### config.mk
export PLATFORM = sky130hd
export DESIGN_NAME = openhw_fdivsqrtseq
export DESIGN_NICKNAME = d
export VERILOG_FILES = /design/src/rtl/openhw_fdivsqrtseq.sv
export SDC_FILE = /design/constraint.sdc
export NUM_CORES = 1
export LEC_CHECK = 0
export ABC_AREA = 1
export BUFFER_PORTS_ARGS = -buffer_cell sky130_fd_sc_hd__buf_2
export CORE_MARGIN = 1
export CORE_UTILIZATION = 51
export CTS_CLUSTER_SIZE = 12
export DETAILED_ROUTE_END_ITERATION = 8
export PLACE_DENSITY = 0.81
export SETUP_SLACK_MARGIN = 0.2
export SYNTH_ARGS = -nofsm -noshare
export SYNTH_HDL_FRONTEND = slang
export SYNTH_SLANG_ARGS = --single-unit
### constraint.sdc
create_clock -name clk -period 3.95 [get_ports clk]
set_clock_uncertainty 0.2 [all_clocks]
set_input_delay 0.395 -clock clk [delete_from_list [all_inputs] [get_ports clk]]
set_output_delay 0.395 -clock clk [all_outputs]
set_load 0.05 [all_outputs]
### src/rtl/openhw_fdivsqrtseq.sv
// -----------------------------------------------------------------------------
// openhw_fdivsqrtseq
//
// Sequencing controller for the iterative divide / square-root digit
// recurrence. It turns a start request from the execute stage into a one-cycle
// load pulse and a register enable for the residual, U/UM and C registers. It
// counts the remaining iterations, bypasses special cases, terminates early on
// a zero residual, and holds the result while the downstream stage is stalled.
//
// Handshake: a start is taken only when FDivStartE is high in IDLE with no
// stall and no flush (IFDivStartE). The result is offered with FDivDoneE for as
// long as the block sits in DONE. DONE is left on the first cycle with StallM
// low, or at once on FlushE.
//
// Ports
//   clk, reset        clock, synchronous active-high reset
//   FDivStartE        execute stage requests an operation
//   SpecialCaseE      result known without iterating (valid with FDivStartE)
//   CyclesE           recurrence cycles required (valid with FDivStartE)
//   WZeroE            residual is zero, ends the recurrence early
//   StallM            downstream stall: blocks a start and holds DONE
//   FlushE            kills the in-flight operation
//   IFDivStartE       one-cycle load pulse to the datapath init muxes
//   FDivBusyE         datapath register enable, also stalls the pipeline
//   FDivDoneE         result ready for postprocessing
//   SpecialCaseLatE   SpecialCaseE captured at the last accepted start
//   CountE            remaining iterations
//   state_dbg         current FSM state (0 IDLE, 1 BUSY, 2 DONE)
// -----------------------------------------------------------------------------
module openhw_fdivsqrtseq #(
    parameter int CNTW = 6
) (
    input  logic            clk,
    input  logic            reset,
    input  logic            FDivStartE,
    input  logic            SpecialCaseE,
    input  logic [CNTW-1:0] CyclesE,
    input  logic            WZeroE,
    input  logic            StallM,
    input  logic            FlushE,
    output logic            IFDivStartE,
    output logic            FDivBusyE,
    output logic            FDivDoneE,
    output logic            SpecialCaseLatE,
    output logic [CNTW-1:0] CountE,
    output logic [1:0]      state_dbg
);

    typedef enum logic [1:0] {
        IDLE = 2'd0,
        BUSY = 2'd1,
        DONE = 2'd2
    } state_t;

    state_t          state;
    logic [CNTW-1:0] count;

    localparam logic [CNTW-1:0] ONE = {{(CNTW-1){1'b0}}, 1'b1};

    // The reset term keeps every output low while reset is held, even if a
    // start request is already present on the inputs.
    assign IFDivStartE = FDivStartE & (state == IDLE) & ~StallM & ~FlushE & ~reset;

    // Registers load on the start cycle and update on every BUSY cycle.
    assign FDivBusyE   = (state == BUSY) | IFDivStartE;
    assign FDivDoneE   = (state == DONE);
    assign CountE      = count;
    assign state_dbg   = state;

    always_ff @(posedge clk) begin
        if (reset) begin
            state           <= IDLE;
            count           <= '0;
            SpecialCaseLatE <= 1'b0;
        end else begin
            case (state)
                IDLE: begin
                    if (IFDivStartE) begin
                        SpecialCaseLatE <= SpecialCaseE;
                        if (SpecialCaseE) begin
                            // Bypass: the counter is left untouched.
                            state <= DONE;
                        end else begin
                            state <= BUSY;
                            // A zero cycle request still runs one iteration.
                            count <= (CyclesE == '0) ? ONE : CyclesE;
                        end
                    end
                end
                BUSY: begin
                    if (FlushE) begin
                        state <= IDLE;
                        count <= '0;
                    end else if ((count == ONE) || WZeroE) begin
                        state <= DONE;
                        count <= '0;
                    end else if (count != '0) begin
                        // Saturating decrement, never wraps below zero.
                        count <= count - ONE;
                    end
                end
                DONE: begin
                    if (FlushE || !StallM) begin
                        state <= IDLE;
                    end
                end
                default: begin
                    state <= IDLE;
                    count <= '0;
                end
            endcase
        end
    end

endmodule
=== Word-level counts from Yosys, hierarchy flattened ===
Cells that the tools add are included.

* Register bits after elaboration: 9

* Add/subtract/negate cells: 1
* Equality and inequality tests: 8
* Mux-type cells: 13
* Bitwise operators: 9
* Reduce and logical (&&, ||, !) cells: 9

{| class="wikitable"
|+ Operators with widths
! kind !! number
|-
| $mux 6 || 6
|-
| $pmux 6 s3 || 1
|-
| $mux 2 || 5
|-
| $eq 6x1->1 const B || 1
|-
| $logic_not 6->1 || 1
|-
| $pmux 2 s3 || 1
|-
| $reduce_bool 6->1 || 1
|-
| $sub 6x1->6 const B || 1
|-
| $and 1x1->1 || 4
|-
| $ne 2x2->1 const B || 2
|-
| $ne 4x2->1 const B || 1
|-
| $not 1->1 || 4
|-
| $reduce_and 4->1 || 1
|-
| $ne 3x2->1 const B || 1
|-
| $reduce_and 3->1 || 1
|-
| $eq 2x1->1 const B || 1
|-
| $eq 2x2->1 const B || 1
|-
| $logic_not 2->1 || 1
|-
| $logic_or 1x1->1 || 2
|-
| $ne 2x1->1 const B || 1
|-
| $reduce_and 2->1 || 1
|-
| $logic_not 1->1 || 1
|-
| $or 1x1->1 || 1
|}

=== Longest topological paths before layout ===
* Word-level depth: 7
* Depth in mapped cells: 9

=== Worst setup path after synthesis ===
Ideal clock, no wire load.

* Path kind: reg-to-output
* Start point: register state[1] (netlist: state_dbg[1])
* End point: output IFDivStartE
* Arrival: 1.592 ns
* Data required time: 3.355 ns
* Slack: 1.763 ns
* Stages on the path, launching flop included: 4
* Path through: dfxtp_1 -> nor2_4 -> inv_1 -> nor2_1

* Word-level cells in the longest chain between the ends: 5

{| class="wikitable"
|+ Ends and longest elaborated chain
! what !! line !! source
|-
| start, declared || 55 || <nowiki>state_t state;</nowiki>
|-
| start signal, assigned || 72 || <nowiki>state <= IDLE;</nowiki>
|-
| start signal, assigned || 82 || <nowiki>state <= DONE;</nowiki>
|-
| start signal, assigned || 84 || <nowiki>state <= BUSY;</nowiki>
|-
| $logic_not 2->1 || 62 || <nowiki>assign IFDivStartE = FDivStartE & (state == IDLE) & ~StallM & ~FlushE & ~reset;</nowiki>
|-
| $and 1x1->1 (4 in a row) || 62 ||
|-
| end, declared || 41 || <nowiki>output logic IFDivStartE,</nowiki>
|}

No other way between the ends.

=== Worst setup path after layout ===
Ends and elaborated chain as after synthesis.

==> run_results.csv <==
group,metric,value,unit
timing,maxSlewHeadroom,0.830,
synthesis,synth_area,714,µm²
critical_path,reg2reg_slack,2.34,ns
run_status,status,"finished, final reports clean",
grt,overflow,0,
synthesis,synthCells,110,
floorplanning,die-area,1550,µm²
synthesis,synth_most_common_cell,"nand2_1",
placed_design,gp_congestion,0.823,
grt,grt.total_usage,0.229,
drt,drtAntennaViolNets,0,
critical_path,cp.arrival,1.42,ns
final_layout,nets,154,
synthesis,ys_top_cells_by_area,"dfxtp_1 (25%), nand2_1 (20%), nor2_1 (5.8%)",
clocking,cts_buffers,3,
timing,post-route-period-util,0.509,
power,leakagePower,0.466,nW
grt,grt_pass1_wl,2370,µm
timing,hold_ws,0.251,ns
grt,grt_pass1_vias,589,
critical_path,critPathRequiredTime,3.36,ns
drt,drc,0,
placed_design,pre_cts_ws,2.09,ns
synthesis,synth_top_area_share,0.252,
synthesis,syn_area_per_cell,6.49,µm²
synthesis,yosysSeqAreaShare,0.252,
drt,drt-initial-drc-count,23,
clocking,cts_max_path_buffers,2,
drt,vias_per_cell,4.99,
placed_design,dp_hpwl,1310,µm
timing,drv_slew,0,
synthesis,ys_ff_latch,9,
job,cap_violations,0,
synthesis,yosys-top-cells-count,"nand2_1 (38), nor2_1 (11), inv_1 (10), dfxtp_1 (9), nand3_1 (6)",
timing,period_needed,2.01,ns
synthesis,ys.flop_type,"dfxtp_1",
timing,setup_viol,0,
synthesis,synth_edf_count,0,
final_layout,drive_gt1_frac,0.314,
critical_path,path_class,"flip-flop to output port",
critical_path,cp-end-kind,"output port",
critical_path,path_max_fanout,10,
timing,rsz0062_at_grt,"no",
floorplanning,fp.coreArea,1300,µm²
grt,antenna_found_initial,0,
timing,timing.fmax,497,MHz
timing,max_slew.worst_pin.slew,0.254,ns
grt,grt_max_degree,11,
synthesis,yosys_warnings,0,
synthesis,synthArstFlopShare,0,
timing,tns,0,ns
clocking,clock-sinks,9,
drt,avgRoutedWirePerCell,10.5,µm
clocking,clkTransAtPathRegs,0.06,ns
drt,drt-total-wl,1600,µm
synthesis,synth.distinct_cells,24,
floorplanning,rows,13,
floorplanning,die_w,39.4,µm
clocking,htree_levels,1,
floorplanning,ios,25,
clocking,ctsResizeCount,0,
placed_design,dpl-instance-area,842,µm²
clocking,holdBufCountCts,0,
critical_path,start_kind,"flip-flop",
floorplanning,die_y,39.4,µm
drt,drt-pass1-iter-count,4,
drt,vias,758,
hold_path,hp-class,"input port to flip-flop",
clocking,cts_setup_buffers,0,
final_layout,stdcell_area,868,µm²
timing,final_hold_viol_count,0,
power,ir_drop,0.000179,V
final_layout,area_growth,21.5,%
clocking,cts_root_buffer,"clkbuf_4",
synthesis,yosysTopAreaCell,"dfxtp_1",
clocking,cts_tree,"built",
power,power.density,254,nW/µm²
synthesis,syn_nets,126,
placed_design,io_buffers,24,
final_layout,antennaDiodeCount,0,
timing,worst_slack,1.94,ns
clocking,clock_latency,0.25,ns
floorplanning,initial_utilization,0.549,
==> flip-flops by register name (all words and copies together) (netlist names) <==
signal / cells
SpecialCaseLatE: 1
CountE: 6
state_dbg: 2
==> final cells by class <==
cell class	count	area (µm²)
clock buffers	4	26.3
flip-flops and latches	9	180
multi-input cells	88	475
repair buffers	24	120
well taps	15	18.8
inverters	12	47.5
fillers	126	433
==> report_power, final <==
group / internal, mW / switching, mW
Combinational: 0.0188 / 0.0361
Sequential: 0.0931 / 0.00339
Clock: 0.0388 / 0.0299
==> cell families (layout without fill, tap and decap cells) <==
| logic type | Yosys count | after routing | synth area share |
|---|---|---|---|
| AOI/OAI and AO/OA | 15 | 15 | 0.147 |
| and+or+nand+nor | 69 | 69 | 0.454 |
| xor gates and xnor gates | 1 | 1 | 0.0123 |
| adders and majority gates | 3 | 3 | 0.0525 |
| buffers and inverters | 13 | 40 | 0.0823 |
| DFF | 9 | 9 | 0.252 |
==> routing by layer <==
layer,global-route usage,share of wire,vias up
met4,0.103,0.0087,0
met5,0,0,-
met3,0.0170,0.022,2
li1,-,-,404
met2,0.381,0.48,13
met1,0.296,0.49,339
==> final timing paths <==
path | start | end | cells past startpoint
setup reg to reg | CountE[0] | CountE[5] | 9
hold reg to reg | CountE[1] | CountE[1] | 2
setup / recovery | state_dbg[1] | IFDivStartE | 4
hold / removal | reset | CountE[3] | 2
==> placed cells by master (no fill, tap or decap), types with 2 or more instances in the layout <==
master	netlist	layout
nand2_1	38	38
nor2_4	2	2
buf_2	0	24
a21oi_2	3	3
ha_1	3	3
nand3_1	6	6
nand3_2	2	2
o21bai_1	2	2
nor2_1	11	11
o21ai_1	4	4
inv_1	10	10
clkbuf_4	0	3
nand4_1	2	2
dfxtp_1	9	9
a21oi_1	4	4
nor2_2	4	4
==> critical path, cell delays in order, from the launching register on <==
cell     delay, ns
dfxtp_1       0.37
nor2_4        0.24
inv_1         0.12
nor2_1        0.15
buf_2         0.28
==> per-stage QoR <==
stage | std cells | power (mW) | util
after floorplan | 110 | 0.139 | -
after global placement | 148 | 0.152 | 0.647
after detailed placement | 148 | 0.153 | 0.647
after CTS | 152 | 0.221 | 0.667
after global routing | 152 | 0.231 | 0.667
final | 152 | 0.220 | 0.667
No activity file was read; power rests on OpenSTA's default activity.
